===== config.mk =====
export PLATFORM = sky130hd
export DESIGN_NAME = ubin_acc_bi
export DESIGN_NICKNAME = d
export VERILOG_FILES = /design/src/rtl/ubin_acc_bi_pkg.sv /design/src/rtl/ubin_acc_bi_win_cnt.sv /design/src/rtl/ubin_acc_bi.sv
export SDC_FILE = /design/constraint.sdc
export NUM_CORES = 1
export LEC_CHECK = 0
export CAP_MARGIN = 20
export CORE_MARGIN = 2
export CORE_UTILIZATION = 60
export CTS_BUF_LIST = sky130_fd_sc_hd__clkbuf_8
export DETAILED_ROUTE_END_ITERATION = 8
export DONT_BUFFER_PORTS = 1
export PLACE_DENSITY = 0.86
export SKIP_LAST_GASP = 1
export SYNTH_ARGS = -nofsm -noshare
export SYNTH_HDL_FRONTEND = slang
export SYNTH_HIERARCHICAL = 1
export SYNTH_SLANG_ARGS = --single-unit

===== constraint.sdc =====
create_clock -name iClk -period 1.9 [get_ports iClk]
set_clock_uncertainty 0.1 [all_clocks]
set_input_delay 0.285 -clock iClk [delete_from_list [all_inputs] [get_ports iClk]]
set_output_delay 0.285 -clock iClk [all_outputs]
set_load 0.01 [all_outputs]

===== src/rtl/ubin_acc_bi_pkg.sv =====
// Shared definitions for the SFFT stochastic-to-binary converter stages.
// Holds the window FSM encoding, the default window size and the result width rule.
package ubin_acc_bi_pkg;

    typedef enum logic {
        IDLE = 1'b0,
        RUN  = 1'b1
    } accState_t;

    localparam int WINLOG_DEF = 8;

    // A window of 2^w samples gives a signed result in -N..+N, which needs w+2 bits.
    function automatic int resWidth(input int w);
        return w + 2;
    endfunction

endpackage


===== src/rtl/ubin_acc_bi_win_cnt.sv =====
// Window counters for the bipolar accumulator.
// Counts enabled samples and ones; strobes on the last sample of a window.
module bi_win_cnt
    import ubin_acc_bi_pkg::*;
#(
    parameter int WINLOG = WINLOG_DEF
) (
    input  logic              iClk,
    input  logic              iRst,
    input  logic              iClr,
    input  logic              iEn,
    input  logic              iBit,
    output logic              oLast,
    output logic [WINLOG:0]   oOnesFinal
);

    localparam logic [WINLOG-1:0] SMP_LAST = '1;

    logic [WINLOG-1:0] smp;
    logic [WINLOG:0]   ones;

    assign oLast      = iEn && (smp == SMP_LAST);
    // Includes the sample being taken this cycle, so the window's final count is ready on the strobe.
    assign oOnesFinal = ones + {{WINLOG{1'b0}}, iBit};

    always_ff @(posedge iClk or posedge iRst) begin
        if (iRst) begin
            smp  <= '0;
            ones <= '0;
        end else if (iClr || oLast) begin
            smp  <= '0;
            ones <= '0;
        end else if (iEn) begin
            smp  <= smp + 1'b1;
            ones <= oOnesFinal;
        end
    end

endmodule


===== src/rtl/ubin_acc_bi.sv =====
// Bipolar stochastic accumulator: counts ones over 2^WINLOG samples and emits 2*ones-N.
// Results leave through a valid/ready register with a sticky overwrite flag.
module ubin_acc_bi
    import ubin_acc_bi_pkg::*;
#(
    parameter int WINLOG = WINLOG_DEF
) (
    input  logic                            iClk,
    input  logic                            iRst,
    input  logic                            iEn,
    input  logic                            iClr,
    input  logic                            iStart,
    input  logic                            iCont,
    input  logic                            iBit,
    input  logic                            iReady,
    output logic                            oBusy,
    output logic                            oValid,
    output logic [resWidth(WINLOG)-1:0]     oResult,
    output logic                            oOvf
);

    localparam int RES_W = resWidth(WINLOG);
    localparam logic [RES_W-1:0] N_RES = RES_W'(1) << WINLOG;

    accState_t state;
    accState_t stateNext;

    logic            cntEn;
    logic            cntClr;
    logic            last;
    logic            winEnd;
    logic [WINLOG:0] onesFinal;
    logic [RES_W-1:0] resNew;

    assign cntEn  = (state == RUN) && iEn;
    assign cntClr = iClr || ((state == IDLE) && iStart);
    assign winEnd = last && !iClr;
    assign resNew = {onesFinal, 1'b0} - N_RES;
    assign oBusy  = (state == RUN);

    bi_win_cnt #(
        .WINLOG(WINLOG)
    ) uWinCnt (
        .iClk      (iClk),
        .iRst      (iRst),
        .iClr      (cntClr),
        .iEn       (cntEn),
        .iBit      (iBit),
        .oLast     (last),
        .oOnesFinal(onesFinal)
    );

    always_ff @(posedge iClk or posedge iRst) begin
        if (iRst) begin
            state <= IDLE;
        end else begin
            state <= stateNext;
        end
    end

    always_comb begin
        stateNext = state;
        if (iClr) begin
            stateNext = IDLE;
        end else begin
            unique case (state)
                IDLE: if (iStart) stateNext = RUN;
                RUN:  if (winEnd) stateNext = iCont ? RUN : IDLE;
                default: stateNext = IDLE;
            endcase
        end
    end

    always_ff @(posedge iClk or posedge iRst) begin
        if (iRst) begin
            oValid  <= 1'b0;
            oResult <= '0;
            oOvf    <= 1'b0;
        end else if (iClr) begin
            oValid  <= 1'b0;
            oResult <= '0;
            oOvf    <= 1'b0;
        end else if (winEnd) begin
            oResult <= resNew;
            oValid  <= 1'b1;
            // Only a result that nobody took this edge counts as lost.
            if (oValid && !iReady) begin
                oOvf <= 1'b1;
            end
        end else if (oValid && iReady) begin
            oValid <= 1'b0;
        end
    end

endmodule


---- After elaboration in Yosys (flattened, before gate mapping) ----
Index checks and enable logic that the tools add are counted.
W data, S select, Z words.
storage, ports and cells
  register bits after elaboration ......... 30
  bits in latches ......................... 0
  RAM bits ................................ 0
  memory bits (read-only) ................. 0
  input bits .............................. 8
  output and inout bits ................... 13
  word-level logic and storage cells ...... 43
  memories ................................ 0
operators by class
  add/sub/neg operators ................... 3
  multiply operators ...................... 0
  divide/modulo/power cells ............... 0
  order comparisons ....................... 0
  equal/unequal tests ..................... 1
  shifts and indexed selects .............. 0
  multiplexer cells ....................... 17
  bitwise logic cells ..................... 1
  reductions and logical operators ........ 15
operator list
  operator                 count
  $mux W10                 2
  $mux W9                  2
  $mux W8                  2
  $mux W1                  10
  $sub A10 B9 Y10 const B  1
  $add A9 B1 Y9            1
  $add A8 B1 Y8 const B    1
  $eq A8 B8 Y1 const B     1
  $logic_and A1 B1 Y1      6
  $reduce_bool A2 Y1       3
  $reduce_bool A3 Y1       1
  $logic_not A1 Y1         2
  $logic_or A1 B1 Y1       2
  $pmux W1 S2              1
  $reduce_and A2 Y1        1
  $not A1 Y1               1

---- Longest topological paths before layout ----
  depth in word-level cells ............... 6
  depth in mapped cells ................... 8

---- By module ----
Netlist, hierarchy kept.
by module, submodules not included
  module       times used  cells each  area an instance (um2)  seq. area each (um2)
  bi_win_cnt   1           90          945.9                   425.4
  ubin_acc_bi  1           48          536.8                   300.3

---- Worst setup path before layout ----
No wires, ideal clock.
  kind .................................... reg2reg
  from .................................... reg uWinCnt.ones[0]
  to ...................................... reg oResult[9]
  data arrival time ....................... 1,467 ps
  slack ................................... 238 ps
  stages on the path, launching flop included .. 8
  path through ............................ dfrtp_1 > ha_1 > ha_1 > nand2_1 > nor3_2 > xor2_1 > xor2_1 > o31ai_1
between the ends
  cells in the longest elaborated chain, start to end .. 4
RTL lines
  what                    line                       RTL
  start, declared         ubin_acc_bi_win_cnt.sv:20  logic [WINLOG:0] ones;
  start signal, assigned  ubin_acc_bi_win_cnt.sv:35  ones <= oOnesFinal;
  $add A9 B1 Y9           ubin_acc_bi_win_cnt.sv:24  assign oOnesFinal = ones + {{WINLOG{1'b0}}, iBit};
  via onesFinal[8]        ubin_acc_bi.sv:32          logic [WINLOG:0] onesFinal;
  $sub A10 B9 Y10         ubin_acc_bi.sv:38          assign resNew = {onesFinal, 1'b0} - N_RES;
  $mux W10                ubin_acc_bi.sv:83          end else if (winEnd) begin
  $mux W10                ubin_acc_bi.sv:79          end else if (iClr) begin
  end signal, assigned    ubin_acc_bi.sv:84          oResult <= resNew;
  end, declared           ubin_acc_bi.sv:18          output logic [resWidth(WINLOG)-1:0] oResult,
The timed path passes the listed nets, and every way through them passes these cells. The select of a mux whose other input is x is not followed.
A chain may end at the register's enable or synchronous reset.

---- Final worst setup path ----
Ends and elaborated chain as after synthesis.

==> metrics.txt <==
PortBufs 0; Die X-Extent 53.7 um; Top Usage Layer GRT met2; worst vdd rail ir drop between 0.5 and 0.6 mV; fillers roughly 180; post-synthesis register bit count 29; clk slew on worst S/H paths 0.06 ns; die height 53.7 um; CTS max path bufs 2; vias in the first global route 1111; # IOs 21; ys async rst share 100%; GRT overflow 0; Tmin final roughly 1.8 ns; row count 18; area of the core between 2000 and 2500 um2; Leakage Power 0.000745 uW; CP Data Required Time around 2.0 ns; Sink Count 29; Total Routing Usage GR 25.9%; CTS tree built; area of the mapped netlist 1480 um2; number of diodes 0; clk root buf clkbuf_8; Final setup viols 0; Synth top area share 48.9%; Worst Hold Class input port to register; H-tree depth 2; first-pass GRT wire length 5080 um; predominant post-synthesis flop cell dfrtp_1; Crit Reg-Reg Startpoint uWinCnt/ones[0]; arrival time worst endpoint 1.89 ns; met2 Use GR 40.7%; hpwl dp around 2200 um; Total Routed Length 3060 um; worst-margin pin slew 0.657 ns; worst r2r path cells 6; M3 GR Usage 10.3%; CP cell instances ha_2 > nand3_2 > nor3_2 > xor2_2 > xor2_1 > o31ai_1; total power 1190 uW; WL per Instance 17.2 um; worst-path fanout max 4; Worst setup endpoint oResult[9]; slowest CP cell nor3_2; outcome completed; crit-path max cell delay 0.36 ns; Yosys Warn Count 6; post-synthesis sequential area ratio roughly half; fmax 557 MHz; drt pass-1 iters 4; Distinct cells, synth 42; fraction of layout cells with a size suffix above 1 18.9%; cts bufs inserted 5; Sw Ratio 22.8%; Syn Inst Count 138; post-synth top area cell dfrtp_1; Initial Util between 60% and 70%; total negative slack 0 ns; Die ar. 2880 um2; PwrDens between 700 and 800 nW/um2; CP Launch Type register; Psw roughly 270 uW; fin area roughly 1700 um2; final core occ around two thirds; Final Hold Viols 0; Max Cap Viol 0; post-synthesis average cell area 10.7 um2; critical path launch point uWinCnt/ones[0]; Final Cycle Share 94.6%; Rel. slew slack 56.2%; Area Overhead vs Synth 11.6%; largest net degree at the start of global routing 18; Worst-Skew Late Latency 0.28 ns; drt drc 0; met1 usage 30.1%; count leader, synth dfrtp_1; P_int 919 uW; kind of critical path register to register; Cell Area, Placed 1520 um2; logic gate share of total power 4.8%; worst reg-to-reg setup slack 0.10 ns; antenna violations before repair 0; Detail Route Antenna Nets 0; vias between 1000 and 1500; Post-synth top cells 29 x dfrtp_1, 18 x nor2_1, 8 x inv_1, 8 x nand2_1, 8 x xor2_1; ranking of synthesized cells by area dfrtp_1 49%, mux2i_1 4.7%, xor2_1 4.7%; Syn Nets 149; fin. max-slew vios 0; First DRT Iteration DRCs 37; gpl congestion 0.818; DR vias/cell 5.88; Layout Nets about 160; Post-synth EDFFs 0; Clk pwr share between 40% and 50%; FF-to-FF End oResult[9]; CP Capture Type register; Sequential Power Share a little over half
-- layout make-up --
type | instances | area (um2) | area share [%]
multi-input combinational | 96 | 708 | 42.8
sequential | 29 | 727 | 43.9
timing repair buffer | 8 | 65.1 | 3.93
clock buffer | 6 | 82.6 | 4.99
clock inverter | 1 | 3.75 | 0.227
tap | 30 | 37.5 | 2.27
inverter | 8 | 30.0 | 1.82
-- cell usage in the layout, fill, tap and decap left out, types with 2 or more instances in the layout --
cell	n
nand2_1	8
inv_1	9
a21oi_1	3
nand2b_1	2
clkbuf_8	6
xor2_1	7
nand3_2	2
nor3_2	2
buf_4	6
xnor2_1	6
a31oi_1	2
ha_2	2
mux2i_1	7
and2_1	2
a22o_1	7
nor2_2	2
nor2_1	18
dlygate4sd3_1	2
dfrtp_1	28
-- registers in the layout, summed over array words and instances, names as in the netlist --
name          cells
oBusy             1
oOvf              1
oResult           9
oValid            1
uWinCnt/ones      9
uWinCnt/smp       8
-- cell families (layout without fill, tap and decap cells) --
| logic type | Yosys count | count (layout) | share of synthesized area [%] |
|---|---|---|---|
| other | 1 | 1 | 0.253 |
| XOR/XNOR | 14 | 14 | 8.27 |
| multiplexers | 8 | 8 | 5.49 |
| adder cells (fa/ha/maj) | 3 | 3 | 2.53 |
| flip-flops | 29 | 29 | 48.9 |
| buffers and inverters | 13 | 23 | 4.47 |
| AO/OA/AOI/OAI | 22 | 22 | 11.5 |
| AND/OR/NAND/NOR | 48 | 48 | 18.6 |
-- what timing repair did --
action                     4_1_cts  5_1_grt
setup buffers                    0        1
setup endpoints to repair        0       10
hold buffers                     2        0
hold endpoints to repair        41        0
resized for setup                0        6
-- power groups by stage --
stage	Sequential [uW]	Clock [uW]	Combinational, uW
final	626	506	57.5
after global routing	626	543	65.1
after CTS	625	520	57.4
after detailed placement	636	0	50.0
after global placement	636	0	46.3
after floorplan	635	0	41.2
-- critical path: cells and delay by family (launching register included) --
family | cells | cell delay [ns]
AOI/OAI and AO/OA | 1 | 0.19
xor gates and xnor gates | 2 | 0.35
adders and majority gates | 1 | 0.21
DFF | 1 | 0.35
and+or+nand+nor | 2 | 0.50
-- per-layer routing --
metal / wire [um] / up-vias
met5: 0 / -
met4: 83 / 0
met3: 166 / 10
met2: 1560 / 35
met1: 1250 / 511
li1: - / 491
-- per-stage QoR --
step	std cells	hold WS [ns]	setup WS [ns]
floorplan	138	0.0497	0.238
global placement	168	0.0892	0.128
detailed placement	168	0.108	0.0414
CTS	177	0.0720	0.0149
global route	178	0.0825	-0.0142
finish	178	0.0776	0.103
-- how the worst min path moves through the flow --
| stage | from | to | slack, ns | cells after the start |
|---|---|---|---|---|
| floorplan | iRst | oBusy | 0.05 | 1 |
| global placement | iRst | oBusy | 0.09 | 1 |
| detailed placement | iRst | oBusy | 0.11 | 1 |
| CTS | iReady | oValid | 0.07 | 2 |
| global route | iCont | oBusy | 0.08 | 2 |
| finish | iReady | oValid | 0.08 | 2 |
(Power assumes the default switching activity.)
